==> src/rtl/mem_port_arbiter.sv <==
// mem_port_arbiter: serializes host, CPU data and CPU fetch accesses onto one
// single-port synchronous memory. Define ARB_RR_EN for round-robin D/I arbitration.
module mem_port_arbiter #(
    parameter int unsigned AW = 16,
    parameter int unsigned DW = 16
) (
    input  logic          CK,
    input  logic          RST,
    input  logic          HREQ,
    input  logic          HWE,
    input  logic [AW-1:0] HA,
    input  logic [DW-1:0] HWD,
    output logic          HACK,
    input  logic          DREQ,
    input  logic          DWE,
    input  logic [AW-1:0] DA,
    input  logic [DW-1:0] DWD,
    output logic          DACK,
    input  logic          IREQ,
    input  logic [AW-1:0] IA,
    output logic          IACK,
    output logic [DW-1:0] RDATA,
    output logic [AW-1:0] MA,
    output logic          MWE,
    output logic [DW-1:0] MWD,
    input  logic [DW-1:0] MRD
);

    typedef enum logic [1:0] {
        IDLE   = 2'd0,
        ACCESS = 2'd1,
        RESP   = 2'd2
    } state_t;

    localparam logic [1:0] GNT_H = 2'd0;
    localparam logic [1:0] GNT_D = 2'd1;
    localparam logic [1:0] GNT_I = 2'd2;

    state_t        state, state_d;
    logic [1:0]    gnt, gnt_d;
    logic          acc_we, acc_we_d;
    logic [AW-1:0] ma_d;
    logic          mwe_d;
    logic [DW-1:0] mwd_d;
    logic [DW-1:0] rdata_d;
    logic          hack_d, dack_d, iack_d;
    logic          h_vld, d_vld, i_vld;
    logic          win;
    logic [1:0]    win_id;

`ifdef ARB_RR_EN
    // 1: fetch port wins the next D/I tie, 0: data port wins
    logic          rr_i, rr_i_d;
`endif

    // Winner selection; a requester being acked this cycle is masked out
    always_comb begin
        h_vld  = HREQ & ~HACK;
        d_vld  = DREQ & ~DACK;
        i_vld  = IREQ & ~IACK;
        win    = h_vld | d_vld | i_vld;
        win_id = GNT_H;
        if (h_vld) begin
            win_id = GNT_H;
        end else if (d_vld && i_vld) begin
`ifdef ARB_RR_EN
            win_id = rr_i ? GNT_I : GNT_D;
`else
            win_id = GNT_D;
`endif
        end else if (d_vld) begin
            win_id = GNT_D;
        end else if (i_vld) begin
            win_id = GNT_I;
        end
    end

    // Next-state and next-output logic
    always_comb begin
        state_d  = state;
        gnt_d    = gnt;
        acc_we_d = acc_we;
        ma_d     = MA;
        mwe_d    = 1'b0;
        mwd_d    = MWD;
        rdata_d  = RDATA;
        hack_d   = 1'b0;
        dack_d   = 1'b0;
        iack_d   = 1'b0;
`ifdef ARB_RR_EN
        rr_i_d   = rr_i;
`endif
        unique case (state)
            IDLE: begin
                if (win) begin
                    state_d = ACCESS;
                    gnt_d   = win_id;
                    case (win_id)
                        GNT_H: begin
                            ma_d  = HA;
                            mwe_d = HWE;
                            mwd_d = HWD;
                        end
                        GNT_D: begin
                            ma_d  = DA;
                            mwe_d = DWE;
                            mwd_d = DWD;
                        end
                        default: begin
                            ma_d  = IA;
                            mwe_d = 1'b0;
                        end
                    endcase
                    acc_we_d = mwe_d;
`ifdef ARB_RR_EN
                    if (win_id != GNT_H) begin
                        rr_i_d = (win_id == GNT_D);
                    end
`endif
                end
            end
            ACCESS: begin
                state_d = RESP;
            end
            RESP: begin
                state_d = IDLE;
                if (!acc_we) begin
                    rdata_d = MRD;
                end
                hack_d = (gnt == GNT_H);
                dack_d = (gnt == GNT_D);
                iack_d = (gnt == GNT_I);
            end
            default: begin
                state_d = IDLE;
            end
        endcase
    end

    // State and output registers
    always_ff @(posedge CK) begin
        if (RST) begin
            state  <= IDLE;
            gnt    <= GNT_H;
            acc_we <= 1'b0;
            MA     <= '0;
            MWE    <= 1'b0;
            MWD    <= '0;
            RDATA  <= '0;
            HACK   <= 1'b0;
            DACK   <= 1'b0;
            IACK   <= 1'b0;
`ifdef ARB_RR_EN
            rr_i   <= 1'b0;
`endif
        end else begin
            state  <= state_d;
            gnt    <= gnt_d;
            acc_we <= acc_we_d;
            MA     <= ma_d;
            MWE    <= mwe_d;
            MWD    <= mwd_d;
            RDATA  <= rdata_d;
            HACK   <= hack_d;
            DACK   <= dack_d;
            IACK   <= iack_d;
`ifdef ARB_RR_EN
            rr_i   <= rr_i_d;
`endif
        end
    end

endmodule

==> config.mk <==
export PLATFORM = sky130hd
export DESIGN_NAME = mem_port_arbiter
export DESIGN_NICKNAME = d
export VERILOG_FILES = /design/src/rtl/mem_port_arbiter.sv
export SDC_FILE = /design/constraint.sdc
export NUM_CORES = 1
export LEC_CHECK = 0
export BUFFER_PORTS_ARGS = -buffer_cell sky130_fd_sc_hd__buf_4
export CORE_MARGIN = 2
export CORE_UTILIZATION = 40
export DETAILED_ROUTE_END_ITERATION = 12
export PLACE_DENSITY = 0.74
export SLEW_MARGIN = 20
export SYNTH_ARGS = -nofsm -noshare
export SYNTH_HDL_FRONTEND = slang
export SYNTH_SLANG_ARGS = --single-unit
==> constraint.sdc <==
create_clock -name CK -period 2.4 [get_ports CK]
set_input_delay 0.48 -clock CK [delete_from_list [all_inputs] [get_ports CK]]
set_output_delay 0.48 -clock CK [all_outputs]
set_load 0.02 [all_outputs]
Word-level counts from Yosys, hierarchy flattened. Cells that the tools add are included.

Register bits: 57. Input bits: 103. Output and inout bits: 52.

Reduce and logical (&&, ||, !) cells: 10. Equality and inequality tests: 6. Bitwise operators: 12. Muxes and demuxes: 9.

Operators by type and width (count): one-hot mux 16 bit (2 select lines) (2); two-way mux 2 bit (5); NOT 1 bit (7); equality test 2 x 1 -> 1 bit, second input constant (3); zero test 2 bit (3); equality test 2 bit, second input constant (2); one-hot mux 2 bit (2 select lines) (1); AND reduction 2 bit (2); AND 1 bit (3); AND reduction 3 bit (1); OR reduction 3 bit (1); != test 2 bit, second input constant (1); OR 1 bit (2); one-hot mux 1 bit (2 select lines) (1); nonzero test 2 bit (1); OR reduction 2 bit (1); logical AND 1 bit (1).

Logic depth before layout (Yosys ltp). Gate-level depths: netlist of run 1.

Depth in word-level cells: 9. Depth in mapped cells: 6. Mapped depth without buffers: 4.

Worst setup path after synthesis of run 1. No wires, ideal clock.

Kind: reg2reg. Start point: register DACK. End point: register MA[6]. Required time: 2314 ps. Cell stages (with the launch flop): 6. Arrival: 1455 ps. Library setup time: 86 ps. Path slack: 859 ps. Path through: dfxtp_1 -> nand2b_4 -> nor3b_2 -> buf_2 -> a222oi_1 -> a211oi_1.

Word-level cells in the longest chain between the ends: 7.

RTL lines: from (decl) (RTL line 18) `output logic DACK,`; from (signal assigned) (RTL line 165) `DACK <= dack_d;`; NOT 1 bit * (RTL line 59) `d_vld = DREQ & ~DACK;`; AND 1 bit * (RTL line 59); two-way mux 2 bit or logical AND 1 bit (tied branches) (RTL line 71, 65); two-way mux 2 bit (RTL line 65) `end else if (d_vld && i_vld) begin`; two-way mux 2 bit (RTL line 63) `if (h_vld) begin`; equality test 2 x 1 -> 1 bit or zero test 2 bit (tied branches) (RTL line 98) `case (win_id)`; one-hot mux 16 bit (2 select lines) (RTL line 98); to (signal assigned) (RTL line 160) `MA <= ma_d;`; to (decl) (RTL line 23) `output logic [AW-1:0] MA,`.

Every way passes the cells marked *; elsewhere a longest branch is shown, timed or not. A chain may end at the register's enable or synchronous reset.

Final worst setup path of run 1.
Start point: register DACK. End point: register MA[0].

The elaborated chain is that of the path after synthesis.

==> flow_summary.ini, run 1 <==
[synth]
synth_area_leaders = sky130_fd_sc_hd__dfxtp_1 (47%), sky130_fd_sc_hd__a211oi_1 (7.1%), sky130_fd_sc_hd__mux2i_1 (7.0%)
synth.cell_area_um2 = 2422
ys.warnings.count = 0
synth_top_area_cell = sky130_fd_sc_hd__dfxtp_1
postSynthNetCount = 351
syn-mean-instance-area_um2 = 9.767
synthesized_flop_and_latch_total = 57
yosysUniqueCellTypes = 26
seq_area_frac_synth_pct = 47.11
synth_top_area_share_pct = 47.11
synthCells = 248

[power]
peakVddDrop_mv = 0.3424
power.density_cell_area_nw_per_um2 = 655.8
p_leak_nw = 1.672
total_power_w = 0.002489

[run_status]
run_status = complete, no violations

[cts]
cts_tree = built
cts-buffers-inserted = 9
cts_sinks = 57
htree_num_levels = 3
clkTransAtPathRegs_ps = 60
clk_path_buf_depth = 2
cts_setup_buffers = 0
insertion_delay_ps = 310
cts-hold-fix-buffers = 0
clockRootBuffer = sky130_fd_sc_hd__clkbuf_8
cts_resized = 0

[worst_setup_path]
setup.worst_path.start = DACK$_SDFF_PP0_
worst-path-stages = 4
crit_type = flip-flop to flip-flop
timing.critical_path.buf_inv = 0
timing.critical_path.to_type = flip-flop
cpPeakStageDelay_ps = 520
regToRegSetupSlack_ps = 790
crit_path_start_kind = flip-flop
cp_data_required_time_ps = 2620
arrival_time_of_data_at_the_critical_path_endpoint_ps = 1830
r2r.worst_path.cells = 4
worst_path_dominant_cell_family = compound AO/OA/AOI/OAI gates
crit_fanout = 17
worst_reg2reg_path_startpoint = DACK$_SDFF_PP0_
critical_path.cell_chain = nand2b_4, a21o_1, a222oi_1, a211oi_1
critical-path-slowest-cell = sky130_fd_sc_hd__a21o_1

[floorplanning]
dieHeight_um = 81.82
rows = 28
design.portCount = 155
core_area_um2 = 5886
design.die.area_um2 = 6695
chipWidth_um = 81.82
initial_core_util_pct = 41.16

[sta]
finalSetupTns_ps = 0
tightest_slew_ps = 640.5
timing.final.hold_violations = 0
fin_crit_ps = 1611
finClkSkew_ps = 5.450
fin_crit_sh_pct = 67.13
fin_ws_ps = 789.0
grt_setup_unrepaired = false
final_max_slew_viol_count = 0
worst_slew_margin_rel_pct = 57.30
clock.fmax_ghz = 0.6207
setup_violations = 0

[global_route]
number_of_antenna_violations_at_the_first_check_in_global_routing = 0
pin_count_of_the_biggest_net_entering_global_routing = 57
globalRouteTotalUtil_pct = 19.72
number_of_global_route_vias_before_repair = 2286
grt.overflow.total = 0
first_pass_grt_wire_length_mm = 10.22

[placed_design]
place.detailed.hpwl_mm = 4.900
dp_worst_setup_slack_ps = 584.8
routabilityCongestion = 0.7685
numPortBuffers = 154

[routing]
detail_route.wl_per_cell_um = 14.27
viasPerCell = 5.099
drt.antenna.violating_nets = 0
detail_route.first_pass.iterations = 5
wl_mm = 6.809
via_count = 2432
drtIter0Drc = 201
drc_errors = 0

[job]
max_cap_viol_count = 0

[cells_and_area]
nets = 501
sequential_cell_area_um2 = 1141
antenna-diode-count = 0
final_layout_size_suffix_gt1_share_pct = 47.26
nFillCells = 515
area_growth_pct = 56.66
multi_input_comb_area_um2 = 1177

[hold_path]
hold_path.class = primary input to flip-flop
hp-start = MRD[6]
worstHoldPathCells = 3
cell usage after synthesis (all sizes together):
library cell / number
mux2i: 17
a21o: 1
a211oi: 34
a222oi: 16
a22oi: 1
nor2: 36
nor4b: 1
or3b: 1
nor3b: 3
nor2b: 3
nor3: 1
buf: 14
nand2: 33
nand2b: 4
a21oi: 16
clkbuf: 7
dfxtp: 57
a311oi: 1
nor4: 2
logic make-up after synthesis:
family / count (synthesis) / share of synthesized area [%]
AO/OA/AOI/OAI: 69 / 24.43
flip-flops: 57 / 47.11
AND/OR/NAND/NOR: 84 / 16.63
multiplexers: 17 / 7.025
buffers and inverters: 21 / 4.804
power breakdown:
| part | leakage (nW) | switching, W | internal (W) |
|---|---|---|---|
| sequential | 0.469 | 0.0000555 | 0.00104 |
| clock | 0.0778 | 0.000325 | 0.000400 |
| combinational | 1.13 | 0.000338 | 0.000334 |
area by class of cell:
type / count / share of cell area, %
repair buffers: 160 / 32.31
clock buffers: 15 / 4.121
flip-flops and latches: 57 / 30.07
well taps: 75 / 2.473
multi-input cells: 170 / 31.03
cells in the final DEF (no fill, tap or decap), drive strengths merged:
master,count
nor3,1
buf,160
nand2b,4
nor3b,3
clkbuf,15
a21o,1
mux2i,17
nor4,2
a311oi,1
nor2,36
a211oi,34
nor4b,1
nor2b,3
or3b,1
a22oi,1
a21oi,16
nand2,33
dfxtp,57
a222oi,16
worst reg2reg max path, stage by stage, from the launching register on:
cell and delay (ps):
sky130_fd_sc_hd__dfxtp_1 330, sky130_fd_sc_hd__nand2b_4 190, sky130_fd_sc_hd__a21o_1 520, sky130_fd_sc_hd__a222oi_1 180
sky130_fd_sc_hd__a211oi_1 290
per-layer routing:
| layer | up-vias | GRT usage (%) | wire, um |
|---|---|---|---|
| met2 | 87 | 34.96 | 3584 |
| met5 | - | 0 | 0 |
| met1 | 1119 | 22.18 | 2621 |
| met4 | 0 | 9.000 | 70 |
| met3 | 8 | 4.835 | 533 |
| li1 | 1218 | - | - |
path summary, 6_finish.rpt:
path,end
worst min register to register,RDATA[6]$_SDFFE_PP0P_
worst min-delay path,RDATA[6]$_SDFFE_PP0P_
worst max-delay path,MA[0]$_SDFFE_PP0P_
worst max register to register,MA[0]$_SDFFE_PP0P_
sequential cells by signal, summed over array words and instances, names as in the netlist, 2 cells and up:
register	count
RDATA	16
MWD	16
MA	16
gnt	2
state	2
stage by stage:
| stage | hold WS [ps] | utilization [%] | cells | cell area, um^2 |
|---|---|---|---|---|
| 2_1_floorplan | 423.6 | - | 248 | 2422 |
| 6_report | 409.4 | 64.48 | 477 | 3795 |
| 3_5_place_dp | 446.6 | 61.82 | 462 | 3638 |
| 3_3_place_gp | 439.5 | 61.82 | 462 | 3638 |
| 4_1_cts | 393.8 | 64.48 | 477 | 3795 |
| 5_1_grt | 398.5 | 64.48 | 477 | 3795 |
Power figures use the tool's default switching activity.
==> run 2, diff against run 1 <==
==> constraint.sdc (replaced) <==
create_clock -name CK -period 1.55 [get_ports CK]
set_input_delay 0.31 -clock CK [delete_from_list [all_inputs] [get_ports CK]]
set_output_delay 0.31 -clock CK [all_outputs]
set_load 0.02 [all_outputs]
==> flow_summary.ini, run 2 (synthesis results as in run 1) <==
[worst_setup_path]
critical-path-slowest-cell = sky130_fd_sc_hd__a222oi_1
crit_path_start_kind = flip-flop
crit_type = flip-flop to flip-flop
arrival_time_of_data_at_the_critical_path_endpoint_ps = 1660
cp_data_required_time_ps = 1740
critical_path.cell_chain = nand2b_4, a21o_1, buf_12, a222oi_1, a211oi_2
timing.critical_path.to_type = flip-flop
crit_fanout = 17
cpPeakStageDelay_ps = 350

[sta]
timing.final.hold_violations = 0
fin_ws_ps = 88.46
fin_crit_ps = 1462
fin_crit_sh_pct = 94.29
setup_violations = 0
grt_setup_unrepaired = true
clock.fmax_ghz = 0.6842
worst_slew_margin_rel_pct = 74.42
finClkSkew_ps = 6.841
finalSetupTns_ps = 0
final_max_slew_viol_count = 0
tightest_slew_ps = 383.1

[floorplanning]
chipWidth_um = 81.82
design.portCount = 155
core_area_um2 = 5886
design.die.area_um2 = 6695
rows = 28
initial_core_util_pct = 41.16
dieHeight_um = 81.82

[placed_design]
numPortBuffers = 154
place.detailed.hpwl_mm = 4.953
detailed_place.area_um2 = 3706
routabilityCongestion = 0.8455
dp_worst_setup_slack_ps = 46.69

[routing]
drt.antenna.violating_nets = 0
detail_route.first_pass.iterations = 4
drc_errors = 0
wl_mm = 6.983
detail_route.wl_per_cell_um = 14.46
viasPerCell = 5.064
via_count = 2446
drtIter0Drc = 172

[cells_and_area]
area_growth_pct = 61.21
nets = 507
nFillCells = 480
most-common-layout-cells = sky130_fd_sc_hd__buf_4 (159), sky130_fd_sc_hd__dfxtp_1 (56), sky130_fd_sc_hd__nor2_1 (35)
final_util_pct = 66.35
antenna-diode-count = 0
sequential_cell_area_um2 = 1142
final_layout_size_suffix_gt1_share_pct = 49.26
reg_top3 = MA x16, MWD x16, RDATA x16
postLayoutCellArea_um2 = 3905
multi_input_comb_area_um2 = 1177
mostFrequentLayoutCell = sky130_fd_sc_hd__buf_4

[global_route]
first_pass_grt_wire_length_mm = 10.39
number_of_antenna_violations_at_the_first_check_in_global_routing = 0
number_of_global_route_vias_before_repair = 2258
pin_count_of_the_biggest_net_entering_global_routing = 38
grt.overflow.total = 0
globalRouteTotalUtil_pct = 20.29

[cts]
cts_sinks = 57
htree_num_levels = 3
insertion_delay_ps = 320
cts_tree = built
clkTransAtPathRegs_ps = 70
clockRootBuffer = sky130_fd_sc_hd__clkbuf_8
clk_path_buf_depth = 2
cts-buffers-inserted = 9

[power]
peakVddDrop_mv = 0.4921
p_leak_nw = 1.735
total_power_w = 0.003952
power.density_cell_area_nw_per_um2 = 1012

[hold_path]
hold_path.class = primary input to flip-flop

[run_status]
run_status = complete, no violations

[job]
max_cap_viol_count = 0
[run 2: changes by cell type in the layout (fill, tap and decap cells not counted), sizes merged]
| cell | delta |
|---|---|
| buf | +5 |
| clkinv | +4 |
| clkbuf | -3 |
[run 2: metal layers]
layer	vias up	wire, um	GRT usage, %
li1	1227	-	-
met1	1115	2870	25.03
met2	93	3474	33.33
met3	11	478	4.176
met4	0	160	10.50
met5	-	0	0
[run 2: cell type report]
type                    instances  area share (%)
repair buffers                166           34.06
multi-input cells             170           30.15
flip-flops and latches         57           29.25
well taps                      75           2.403
clock inverters                 4          0.5127
clock buffers                  11           3.621
[run 2: worst max-delay path, delay by kind of cell (launching register included)]
kind / cells / cell delay, ps
AO/OA/AOI/OAI: 3 / 670
flip-flops: 1 / 320
AND/OR/NAND/NOR: 1 / 180
buffers and inverters: 1 / 160
[run 2: report_power, final]
part	internal [W]	switching [W]
sequential	0.00160	0.0000773
combinational	0.000565	0.000543
clock	0.000603	0.000560
total	0.00277	0.00118
[run 2: per-stage QoR]
step                hold WS, ps  cells
finish                    231.6    483
global route              222.9    483
CTS                       217.0    481
detailed placement        447.5    466
global placement          443.2    466
floorplan                 389.1    248
[run 2: worst paths after layout]
kind	startpoint	endpoint	slack, ps	cells past startpoint
worst max-delay path	DACK$_SDFF_PP0_	MA[12]$_SDFFE_PP0P_	90	5
worst min-delay path	MRD[3]	RDATA[3]$_SDFFE_PP0P_	230	3
worst max register to register	DACK$_SDFF_PP0_	MA[12]$_SDFFE_PP0P_	90	5
worst min register to register	gnt[1]$_SDFFE_PP0P_	IACK$_SDFF_PP0_	450	2
[run 2: repair_timing]
item	CTS	global route
setup buffers	0	1
hold buffers	0	0
setup endpoints to repair	0	5
resized for setup	0	2
